`config.mk`:
```
export PLATFORM = sky130hd
export DESIGN_NAME = mux_sel_arbiter
export DESIGN_NICKNAME = d
export VERILOG_FILES = /design/src/rtl/mux_sel_arb_pkg.sv /design/src/rtl/mux_sel_hold_cnt.sv /design/src/rtl/mux_sel_arbiter.sv
export SDC_FILE = /design/constraint.sdc
export NUM_CORES = 1
export LEC_CHECK = 0
export CORE_UTILIZATION = 40
export DETAILED_ROUTE_END_ITERATION = 10
export REMOVE_ABC_BUFFERS = 1
export SLEW_MARGIN = 25
export SYNTH_ARGS = -nofsm -noshare
export SYNTH_HDL_FRONTEND = slang
export SYNTH_HIERARCHICAL = 1
export SYNTH_SLANG_ARGS = --single-unit
```
`constraint.sdc`:
```
create_clock -name i_clk -period 2.45 [get_ports i_clk]
set_input_delay 0.49 -clock i_clk [delete_from_list [all_inputs] [get_ports i_clk]]
set_output_delay 0.49 -clock i_clk [all_outputs]
set_load 0.005 [all_outputs]
```
`src/rtl/mux_sel_arb_pkg.sv`:
```
// Shared types and constants for the 2:1 mux-select arbiter.
package mux_sel_arb_pkg;

    typedef enum logic [1:0] {
        ARB_IDLE  = 2'd0,
        ARB_GNT_A = 2'd1,
        ARB_GNT_B = 2'd2
    } arb_state_e;

    // Requester identity, used by the round-robin priority pointer.
    typedef enum logic {
        REQ_A = 1'b0,
        REQ_B = 1'b1
    } req_id_e;

    // Mux select encoding: 1 routes leg A, 0 routes leg B.
    localparam logic SEL_A = 1'b1;
    localparam logic SEL_B = 1'b0;

    // Hold counter width; at least one bit even when the hold limit is disabled.
    function automatic int unsigned cnt_width(input int unsigned max_hold);
        return (max_hold == 0) ? 1 : $clog2(max_hold + 1);
    endfunction

endpackage

```
`src/rtl/mux_sel_hold_cnt.sv`:
```
// Saturating hold counter with load-1, clear and an at-limit flag.
// MUX_SEL_ARB_ASSERT_EN exposes the count value for the top-level checks.
module mux_sel_hold_cnt
    import mux_sel_arb_pkg::*;
#(
    parameter int unsigned  MAX_HOLD = 4,
    localparam int unsigned CNT_W    = cnt_width(MAX_HOLD)
) (
    input  logic             clk_i,
    input  logic             rst_i,
    input  logic             load_i,
    input  logic             clr_i,
    input  logic             inc_i,
    output logic             at_limit_o
`ifdef MUX_SEL_ARB_ASSERT_EN
    ,
    output logic [CNT_W-1:0] cnt_o
`endif
);

    // With no hold limit the counter just saturates at its all-ones value.
    localparam logic [CNT_W-1:0] SAT = (MAX_HOLD == 0) ? {CNT_W{1'b1}} : CNT_W'(MAX_HOLD);

    logic [CNT_W-1:0] cnt_q;
    logic [CNT_W-1:0] cnt_d;

    // Next count: clear beats load, load beats increment; increment stops at SAT.
    always_comb begin
        cnt_d = cnt_q;
        if (clr_i) begin
            cnt_d = '0;
        end else if (load_i) begin
            cnt_d = CNT_W'(1);
        end else if (inc_i && (cnt_q != SAT)) begin
            cnt_d = cnt_q + CNT_W'(1);
        end
    end

    // Count register, cleared asynchronously.
    always_ff @(posedge clk_i or posedge rst_i) begin
        if (rst_i) begin
            cnt_q <= '0;
        end else begin
            cnt_q <= cnt_d;
        end
    end

    assign at_limit_o = (MAX_HOLD != 0) && (cnt_q == SAT);

`ifdef MUX_SEL_ARB_ASSERT_EN
    assign cnt_o = cnt_q;
`endif

endmodule

```
`src/rtl/mux_sel_arbiter.sv`:
```
// Two-requester arbiter driving a 2:1 leg-select mux (o_sel=1 -> leg A).
// Round-robin on ties with bounded hold (MAX_HOLD, 0 = unlimited).
// Define MUX_SEL_ARB_ASSERT_EN to compile in runtime consistency checks.
module mux_sel_arbiter
    import mux_sel_arb_pkg::*;
#(
    parameter int unsigned MAX_HOLD = 4
) (
    input  logic i_clk,
    input  logic i_rst,
    input  logic i_a_req,
    input  logic i_a_last,
    input  logic i_b_req,
    input  logic i_b_last,
    output logic o_a_gnt,
    output logic o_b_gnt,
    output logic o_sel,
    output logic o_busy
);

    arb_state_e state_q, state_d;
    req_id_e    ptr_q, ptr_d;
    logic       a_gnt_q, b_gnt_q, sel_q, busy_q;
    logic       cnt_load, cnt_clr, cnt_inc, at_limit;
    logic       a_rel, b_rel;

`ifdef MUX_SEL_ARB_ASSERT_EN
    localparam int unsigned CNT_W = cnt_width(MAX_HOLD);
    logic [CNT_W-1:0] hold_cnt;
`endif

    mux_sel_hold_cnt #(
        .MAX_HOLD (MAX_HOLD)
    ) u_hold_cnt (
        .clk_i      (i_clk),
        .rst_i      (i_rst),
        .load_i     (cnt_load),
        .clr_i      (cnt_clr),
        .inc_i      (cnt_inc),
        .at_limit_o (at_limit)
`ifdef MUX_SEL_ARB_ASSERT_EN
        ,
        .cnt_o      (hold_cnt)
`endif
    );

    // A grant ends when its owner drops, finishes, or overstays while the other side waits.
    assign a_rel = !i_a_req || i_a_last || (at_limit && i_b_req);
    assign b_rel = !i_b_req || i_b_last || (at_limit && i_a_req);

    // Next-state, pointer and counter control.
    always_comb begin
        state_d  = state_q;
        ptr_d    = ptr_q;
        cnt_load = 1'b0;
        cnt_clr  = 1'b0;
        cnt_inc  = 1'b0;
        unique case (state_q)
            ARB_IDLE: begin
                if (i_a_req && i_b_req) begin
                    state_d  = (ptr_q == REQ_A) ? ARB_GNT_A : ARB_GNT_B;
                    cnt_load = 1'b1;
                end else if (i_a_req) begin
                    state_d  = ARB_GNT_A;
                    cnt_load = 1'b1;
                end else if (i_b_req) begin
                    state_d  = ARB_GNT_B;
                    cnt_load = 1'b1;
                end else begin
                    cnt_clr  = 1'b1;
                end
            end
            ARB_GNT_A: begin
                if (!a_rel) begin
                    cnt_inc  = 1'b1;
                end else if (i_b_req) begin
                    state_d  = ARB_GNT_B;
                    ptr_d    = REQ_B;
                    cnt_load = 1'b1;
                end else if (i_a_req && i_a_last) begin
                    // Back-to-back transaction: re-grant without a bubble.
                    cnt_load = 1'b1;
                end else begin
                    state_d  = ARB_IDLE;
                    ptr_d    = REQ_B;
                    cnt_clr  = 1'b1;
                end
            end
            ARB_GNT_B: begin
                if (!b_rel) begin
                    cnt_inc  = 1'b1;
                end else if (i_a_req) begin
                    state_d  = ARB_GNT_A;
                    ptr_d    = REQ_A;
                    cnt_load = 1'b1;
                end else if (i_b_req && i_b_last) begin
                    cnt_load = 1'b1;
                end else begin
                    state_d  = ARB_IDLE;
                    ptr_d    = REQ_A;
                    cnt_clr  = 1'b1;
                end
            end
            default: begin
                state_d = ARB_IDLE;
                cnt_clr = 1'b1;
            end
        endcase
    end

    // State and registered outputs; select only moves when a grant is issued.
    always_ff @(posedge i_clk or posedge i_rst) begin
        if (i_rst) begin
            state_q <= ARB_IDLE;
            ptr_q   <= REQ_A;
            a_gnt_q <= 1'b0;
            b_gnt_q <= 1'b0;
            busy_q  <= 1'b0;
            sel_q   <= SEL_B;
        end else begin
            state_q <= state_d;
            ptr_q   <= ptr_d;
            a_gnt_q <= (state_d == ARB_GNT_A);
            b_gnt_q <= (state_d == ARB_GNT_B);
            busy_q  <= (state_d != ARB_IDLE);
            if (state_d == ARB_GNT_A) begin
                sel_q <= SEL_A;
            end else if (state_d == ARB_GNT_B) begin
                sel_q <= SEL_B;
            end
`ifdef MUX_SEL_ARB_ASSERT_EN
            assert (!(a_gnt_q && b_gnt_q))
                else $error("both grants high: state=%0d cnt=%0d", state_q, hold_cnt);
            assert (!a_gnt_q || (sel_q == SEL_A))
                else $error("A granted but sel=%0b: state=%0d cnt=%0d", sel_q, state_q, hold_cnt);
            assert (!b_gnt_q || (sel_q == SEL_B))
                else $error("B granted but sel=%0b: state=%0d cnt=%0d", sel_q, state_q, hold_cnt);
            assert (!((state_d == ARB_GNT_A) && !a_gnt_q) || i_a_req)
                else $error("A granted without request: state=%0d cnt=%0d", state_q, hold_cnt);
            assert (!((state_d == ARB_GNT_B) && !b_gnt_q) || i_b_req)
                else $error("B granted without request: state=%0d cnt=%0d", state_q, hold_cnt);
            assert ((MAX_HOLD == 0) || (hold_cnt <= CNT_W'(MAX_HOLD)))
                else $error("hold count over limit: state=%0d cnt=%0d", state_q, hold_cnt);
`endif
        end
    end

    assign o_a_gnt = a_gnt_q;
    assign o_b_gnt = b_gnt_q;
    assign o_sel   = sel_q;
    assign o_busy  = busy_q;

endmodule

```
Word level (Yosys, flattened, before mapping)
Cells that the tools add are included.
{"block": "op_classes", "add_sub_neg": 1, "n_eq_ne": 10, "muxes": 46, "reduce_logical": 18}
{"cell": "two-way mux 1 bit", "count": 28}
{"cell": "two-way mux 2 bit", "count": 10}
{"cell": "two-way mux 3 bit", "count": 3}
{"cell": "inequality test 3 bit (second input constant)", "count": 3}
{"cell": "logical AND 1 bit", "count": 6}
{"cell": "case mux 1 bit (3 select lines)", "count": 2}
{"cell": "case mux 2 bit (3 select lines)", "count": 1}
{"cell": "nonzero test 2 bit", "count": 3}
{"cell": "AND reduction 5 bit", "count": 1}
{"cell": "== test 2 x 1 -> 1 bit (second input constant)", "count": 2}
{"cell": "== test 2 bit (second input constant)", "count": 2}
{"cell": "logical OR 1 bit", "count": 4}
{"cell": "inequality test 2 bit (second input constant)", "count": 2}
{"cell": "case mux 1 bit (2 select lines)", "count": 2}
{"cell": "adder 3 x 1 -> 3 bit (second input constant)", "count": 1}
{"cell": "== test 3 bit (second input constant)", "count": 1}
{"cell": "nonzero test 3 bit", "count": 1}
{"cell": "logical NOT 1 bit", "count": 2}
{"cell": "logical NOT 2 bit", "count": 1}
{"block": "totals", "wordCells": 82, "in_bits": 6, "register_bits": 10, "output_inout_bits": 4}

Longest topological paths before layout
{"block": "logic_depth", "depth_word": 9, "ltp_mapped": 9, "depth_no_buf": 9}

Modules after synthesis
Netlist, hierarchy kept.
{"mod": "mux_sel_arbiter", "cells_per_inst": 63, "n_inst": 1, "area_per_inst_um2": 581.8, "seq_area_each_um2": 175.2}
{"mod": "mux_sel_hold_cnt", "cells_per_inst": 19, "n_inst": 1, "area_per_inst_um2": 187.7, "seq_area_each_um2": 75.1}

Least setup slack after synthesis
No wires, ideal clock.
{"block": "synth_path", "path_kind": "reg-to-reg", "from": "reg u_hold_cnt.cnt_q[0]", "to": "reg sel_q, in the netlist o_sel", "path_stages_with_launch": 10, "setup_slack_ps": 108, "period_less_slack_ps": 2342, "path_buffers": 0, "arrival_time_ps": 2217, "setup_time_ps": 125, "t_required_ps": 2325, "path_cell_list": "dfrtp_1 > inv_1 > ha_1 > and2_2 > nor2b_2 > o221ai_2 > a211oi_2 > or4_1 > ha_1 > mux2_2"}
{"block": "synth_between", "elab_chain_cells": 7, "elab_cells_between_ends": 12, "classes_between": "3 x eq/ne; 4 x mux; 5 x reduce/logical"}
{"item": "start: declaration", "line_no": "mux_sel_hold_cnt.sv:24", "rtl": "logic [CNT_W-1:0] cnt_q;"}
{"item": "start signal: assignment", "line_no": "mux_sel_hold_cnt.sv:44", "rtl": "cnt_q <= cnt_d;"}
{"item": "== test 3 bit *", "line_no": "mux_sel_hold_cnt.sv:48", "rtl": "assign at_limit_o = (MAX_HOLD != 0) && (cnt_q == SAT);"}
{"item": "via at_limit", "line_no": "mux_sel_arbiter.sv:24", "rtl": "logic cnt_load, cnt_clr, cnt_inc, at_limit;"}
{"item": "logical AND 1 bit, on equally long branches", "line_no": "mux_sel_arbiter.sv:49, mux_sel_arbiter.sv:48"}
{"item": "logical OR 1 bit, on equally long branches", "line_no": "mux_sel_arbiter.sv:49, mux_sel_arbiter.sv:48"}
{"item": "two-way mux 2 bit, on equally long branches", "line_no": "mux_sel_arbiter.sv:90, mux_sel_arbiter.sv:74"}
{"item": "case mux 2 bit (3 select lines) *", "line_no": "mux_sel_arbiter.sv:58", "rtl": "unique case (state_q)"}
{"item": "== test 2 x 1 -> 1 bit / == test 2 bit (equally long branches)", "line_no": "mux_sel_arbiter.sv:126, mux_sel_arbiter.sv:128"}
{"item": "two-way mux 1 bit / nonzero test 2 bit (equally long branches)"}
{"item": "end signal: assignment", "line_no": "mux_sel_arbiter.sv:119", "rtl": "sel_q <= SEL_B;"}
{"item": "end signal: assignment", "line_no": "mux_sel_arbiter.sv:127", "rtl": "sel_q <= SEL_A;"}
{"item": "end signal: assignment", "line_no": "mux_sel_arbiter.sv:129", "rtl": "sel_q <= SEL_B;"}
{"item": "end: declaration", "line_no": "mux_sel_arbiter.sv:23", "rtl": "logic a_gnt_q, b_gnt_q, sel_q, busy_q;"}
The timed path passes the listed nets; every way through them passes the cells marked *.
A chain may end at the register's enable or synchronous reset.

Final worst setup path
{"block": "layout_path", "from": "in i_a_last", "to": "reg sel_q, in the netlist o_sel"}
{"block": "layout_between", "elab_chain_cells": 7, "elab_cells_between_ends": 11, "classes_between": "2 x eq/ne; 5 x mux; 4 x reduce/logical"}
{"item": "start: declaration", "line_no": "mux_sel_arbiter.sv:12", "rtl": "input logic i_a_last,"}
{"item": "logical AND 1 bit", "line_no": "mux_sel_arbiter.sv:80", "rtl": "end else if (i_a_req && i_a_last) begin"}
{"item": "two-way mux 2 bit", "line_no": "mux_sel_arbiter.sv:80"}
{"item": "two-way mux 2 bit", "line_no": "mux_sel_arbiter.sv:76", "rtl": "end else if (i_b_req) begin"}
{"item": "two-way mux 2 bit *", "line_no": "mux_sel_arbiter.sv:74", "rtl": "if (!a_rel) begin"}
{"item": "case mux 2 bit (3 select lines) *", "line_no": "mux_sel_arbiter.sv:58"}
{"item": "== test 2 x 1 -> 1 bit / == test 2 bit (equally long branches)", "line_no": "mux_sel_arbiter.sv:126, mux_sel_arbiter.sv:128"}
{"item": "two-way mux 1 bit / nonzero test 2 bit (equally long branches)"}
Mark *: on every way between the ends. The rest lies on a longest branch, timed or not.

==> impl_metrics.yaml <==
sta:
  slew_headroom_pct: 68.92
  worst_pin_slew_ps: 462.2
  setup_viol: 1
  setup_ws_ps: -8.120
  fin_hold_ws_ps: 415.7
  finalHoldViolations: 0
  fin_crit_ps: 2458
  fin_crit_sh_pct: 100.3
  slew_violations: 0
  fmax_ghz: 0.4068
  fin_skew_ps: 3.082
clock_tree:
  tritoncts: "done"
  htreeDepth: 1
  root_buffer: "clkbuf_4"
  clkSlewWorstSetupHoldPaths_ps: 60
  postCtsHoldBufs: 0
  cts_buffers: 3
  clock_sinks: 10
  insertion_delay_ps: 260
  cts_buffer_depth: 2
yosys:
  ys_async_sr_fraction_pct: 100.0
  syn_area_um2: 769.5
  synth_flop_cell: "dfrtp_1"
  ys_seq_area_share_pct: 32.52
  synth-edff-count: 0
  synth-seq-cells: 10
  yosysWarnings: 6
  synth_top_area_cell: "dfrtp_1"
  postSynthAreaPerCell_um2: 9.384
  yosys-top-cells-area: "dfrtp_1, ha_1, inv_1, a211oi_2, o22ai_1"
  synth_commonest_cells: "inv_1, dfrtp_1, ha_1, nor2_1, o22ai_1"
  netlist_instances: 82
  synth.distinct_cells: 34
  yosysMostFrequentCell: "inv_1"
  synth_top_area_share_pct: 32.52
min_path:
  min_path_type: "primary input to async pin"
cells_and_area:
  area_growth_pct: 44.88
  stdcell_count: 139
  diodes: 0
  finalInstanceArea_um2: 1115
  nNetsFinal: 130
  fin_util_pct: 63.19
  final_layout_size_suffix_gt1_share_pct: 41.23
routing:
  vias: 688
  drt_wl_total_um: 1750
  drtAntennaViolNets: 0
  via_per_inst: 4.950
  drc_errors: 0
  drt_iter0_markers: 11
  routedWlPerCell_um: 12.59
  first_pass_iters: 4
place:
  place_area_um2: 996.0
  place_congestion: 0.8552
  port_buffers: 9
  placedCellCount: 131
  hpwl_um: 1248
global_routing:
  grt-ovfl-total: 0
  grt_antenna_before_repair: 0
  grtUsageTotal_pct: 15.99
  grt_pass1_wl_um: 2366
  grt_max_degree: 8
  first_global_vias: 595
outcome:
  status: "finished, violations left"
  violations: "setup timing"
floorplanning:
  dieArea_um2: 2103
  ios: 10
  start_util_pct: 43.62
  die_w_um: 45.86
  die_h_um: 45.86
  rows: 15
  coreArea_um2: 1764
worst_setup_path:
  critical_path_class: "primary input to register"
  crit_required_ps: 2600
  path_max_fanout: 4
  rrSetupSlack_ps: 50
  rr_worst_depth: 8
  end_kind: "register"
  worstPathArrival_ps: 2610
  reg2reg_from: "state_q[0]"
  reg2reg_to: "o_sel"
  worst_setup_path_start_kind: "primary input"
flow_run:
  maxCapViolations: 0
pwr:
  p_total_mw: 0.9904
  cellPowerDensity_nw_per_um2: 888.4
  ir_drop_mv: 0.5355
  p_leak_nw: 0.5153
placed cells by master (no fill, tap or decap), types with 3 or more instances in the layout:
cell / instances
nand2_2: 3
buf_4: 20
dfrtp_1: 9
clkbuf_4: 3
nor2_1: 5
ha_1: 7
clkdlybuf4s50_1: 7
nor3_1: 3
inv_1: 11
o21ai_0: 3
timing repair:
action,in CTS,in global routing
endpoints found under the hold margin,0,0
buffers inserted,0,4
gates resized for setup,3,12
pin swaps,0,2
setup endpoints to repair,1,1
registers in the layout (all words and copies together), names as in the netlist:
register          flops
u_hold_cnt/cnt_q      3
state_q               2
o_a_gnt               1
o_b_gnt               1
o_busy                1
o_sel                 1
ptr_q                 1
area by class of cell:
cell class | count | area (um^2)
Inverter | 13 | 48.80
Sequential cell | 10 | 251.5
Tap cell | 25 | 31.28
Fill cell | 150 | 649.4
Clock buffer | 4 | 36.28
Multi-Input combinational cell | 57 | 494.2
Timing Repair Buffer | 30 | 252.7
critical path, cell delays in order:
cell             delay [ps]
clkdlybuf4s50_1         610
nand3_1                 180
o221ai_2                120
a211oi_2                 60
or4_4                   520
ha_1                    290
mux2_2                  320
routing by layer:
layer  GRT usage (%)  wire length (um)
met5               0                 0
met4           1.765                18
met3           4.762                34
met2           29.58               935
met1           18.36               761
per-stage QoR:
stage,setup TNS (ps),setup slack (ps)
floorplan,0,107.9
global placement,-464.8,-319.8
detailed placement,-555.6,-418.9
CTS,0,18.82
global route,-55.73,-55.73
finish,-8.120,-8.120
where the power goes:
group	leakage, nW	total (mW)	internal [mW]	switching (mW)
sequential	0.126	0.256	0.224	0.0318
combinational	0.369	0.590	0.315	0.275
clock	0.0210	0.145	0.0902	0.0548
kinds of logic (layout without fill, tap and decap cells):
family	Yosys count	count (layout)	synth area share [%]
compound gates	24	24	25.04
buf+inv	15	47	9.269
mux	2	2	2.764
fa+ha+maj	9	9	14.63
simple gates	22	22	15.77
flops	10	10	32.52
how the worst max path moves through the flow:
| stage | start | endpoint | slack, ps | depth (start not counted) |
|---|---|---|---|---|
| after floorplan | u_hold_cnt/cnt_q[0] | o_sel | 110 | 9 |
| after global placement | i_a_req | o_sel | -320 | 7 |
| after detailed placement | i_a_req | o_sel | -420 | 7 |
| after CTS | i_b_req | o_sel | 20 | 7 |
| after global routing | i_a_last | o_sel | -60 | 7 |
| final | i_a_last | o_sel | -8 | 7 |
Note: power is estimated with default switching activity, not from simulation.
==> patch: new RTL, same flow settings <==
The 3 states of `arb_state_e` get a one-hot encoding in 3 bits.
--- a/src/rtl/mux_sel_arb_pkg.sv
+++ b/src/rtl/mux_sel_arb_pkg.sv
@@ -2,8 +2,8 @@
 package mux_sel_arb_pkg;
 
-    typedef enum logic [1:0] {
-        ARB_IDLE  = 2'd0,
-        ARB_GNT_A = 2'd1,
-        ARB_GNT_B = 2'd2
+    typedef enum logic [2:0] {
+        ARB_IDLE  = 3'b001,
+        ARB_GNT_A = 3'b010,
+        ARB_GNT_B = 3'b100
     } arb_state_e;
 
Function: no difference found for any inputs over 10 cycles, from zero or initial values and one cycle with i_rst high; not proved beyond that.
==> patch against the original RTL <==
Maximum frequency grew 18%; via count shrank 20%; worst hold slack gained 0.0019 ns; core utilization shrank 9.7 points; power shrank 24%; final area shrank 26%; worst setup slack gained 0.37 ns; synthesized area shrank 13%; wire length shrank 30%; clock skew shrank 0.00099 ns; cell count shrank 28%; sequential cell count grew 1; largest cell class unchanged; largest power group unchanged.
==> patch: results (changes against the original RTL) <==
Run status
  – Status: finished clean (was finished with violations)

Layout
  – Largest regs: state_q: 3 flops, u_hold_cnt/cnt_q: 3 flops (was u_hold_cnt/cnt_q: 3 flops, state_q: 2 flops)
  – #MultiIn Comb: 47 (was 57)
  – Non-clk invs: 9 (was 13)
  – Sequential portion of the cell area: 0.335 (was 0.226)
  – Nets@finish: 93 (was 130)
  – FF+latch area: 277 um2 (was 251 um2)
  – Signal buffers: 13 (was 30)
  – Share of cells above drive strength 1: 0.179 (was 0.412)
  – Final clock-cell share: 0.0319 (was 0.0325)
  – Fill count: 155 (was 150)
  – Multi-input gate area: 348 um2 (was 494 um2)

Synthesis
  – Syn Area/Cell: 9.76 um2 (was 9.38 um2)
  – Synth Area in Compound Gates: 0.277 (was 0.250)
  – Sequential area share after synthesis: 0.411 (was 0.325)
  – Commonest cells in the netlist: dfrtp_1 (10), inv_1 (9), o21ai_0 (5), nand2_1 (4), nand3_1 (4) (was inv_1 (13), dfrtp_1 (10), ha_1 (9), nor2_1 (5), o22ai_1 (4))
  – Distinct cells, synth: 33 (was 34)
  – Yosys reg bits: 11 (was 10)
  – Mux cell area share after synthesis: 0.0149 (was 0.0276)
  – Post-Synth XOR/XNOR Area: 0.0130 (was 0)

Timing
  – Skew final: 0.00209 ns (was 0.00308 ns)
  – Slew @ Worst Pin: 0.487 ns (was 0.462 ns)

Routing
  – Drt wl/cell: 12.3 um (was 12.6 um)
  – Via count: 548 (was 688)
  – First DRT Iteration DRCs: 8 (was 11)
  – Initial DRT Pass Iterations: 3 (was 4)

Power
  – Leakage: 0.367 nW (was 0.515 nW)
  – Maximum vdd ir drop: 0.767 mV (was 0.535 mV)

Placement
  – Placed cell count: 96 (was 131)
  – Final RePlAce weighted congestion: 0.803 (was 0.855)
  – Worst Setup Slack post-DPL: 0.168 ns (was -0.419 ns)

Worst setup path
  – Critical path fanouts, max: 7 (was 4)
  – Critical Path Start: u_hold_cnt/cnt_q[0] (was i_a_last)
  – Reg2Reg Launch Point: u_hold_cnt/cnt_q[0] (was state_q[0])

Clocking
  – Gates resized, CTS repair: 0 (was 3)

Global routing
  – Total GRT Usage: 0.154 (was 0.160)
  – Routing usage on met1: 0.202 (was 0.184)
  – Number of global-route vias before repair: 479 (was 595)
  – First-pass GRT wire length: 2.04 mm (was 2.37 mm)
  – Pin count of the biggest net entering global routing: 12 (was 8)

Floorplanning
  – N_taps: 16 (was 25)
-- patch: layer usage --
metal / vias up / wire length (um)
li1: 285 / -
met4: 0 / 0
met2: 7 / 596
met5: - / 0
met1: 256 / 588
met3: 0 / 42
-- patch: final timing paths --
kind                       cells past startpoint  slack, ns             endpoint
max                                            9       0.36  u_hold_cnt/cnt_q[2]
min                                            2       0.42  u_hold_cnt/cnt_q[1]
min in group i_clk                             1       0.52                o_sel
max in group asynchronous                      2       1.68           state_q[0]
min reg2reg                                    1       0.52                o_sel
max reg2reg                                    9       0.36  u_hold_cnt/cnt_q[2]
-- patch: critical path, stage by stage (launching register included) --
cell and delay (ns):
dfrtp_1 0.37, inv_1 0.07, ha_1 0.20, and2_2 0.24, a211oi_1 0.21, nand2_1 0.10
o41ai_2 0.06, a21bo_1 0.24, or3_1 0.32, a211oi_2 0.21
-- patch: power breakdown --
part           total, mW  switching, mW  internal, mW
sequential         0.313         0.0563         0.256
combinational      0.325          0.154         0.171
clock              0.119         0.0564        0.0629
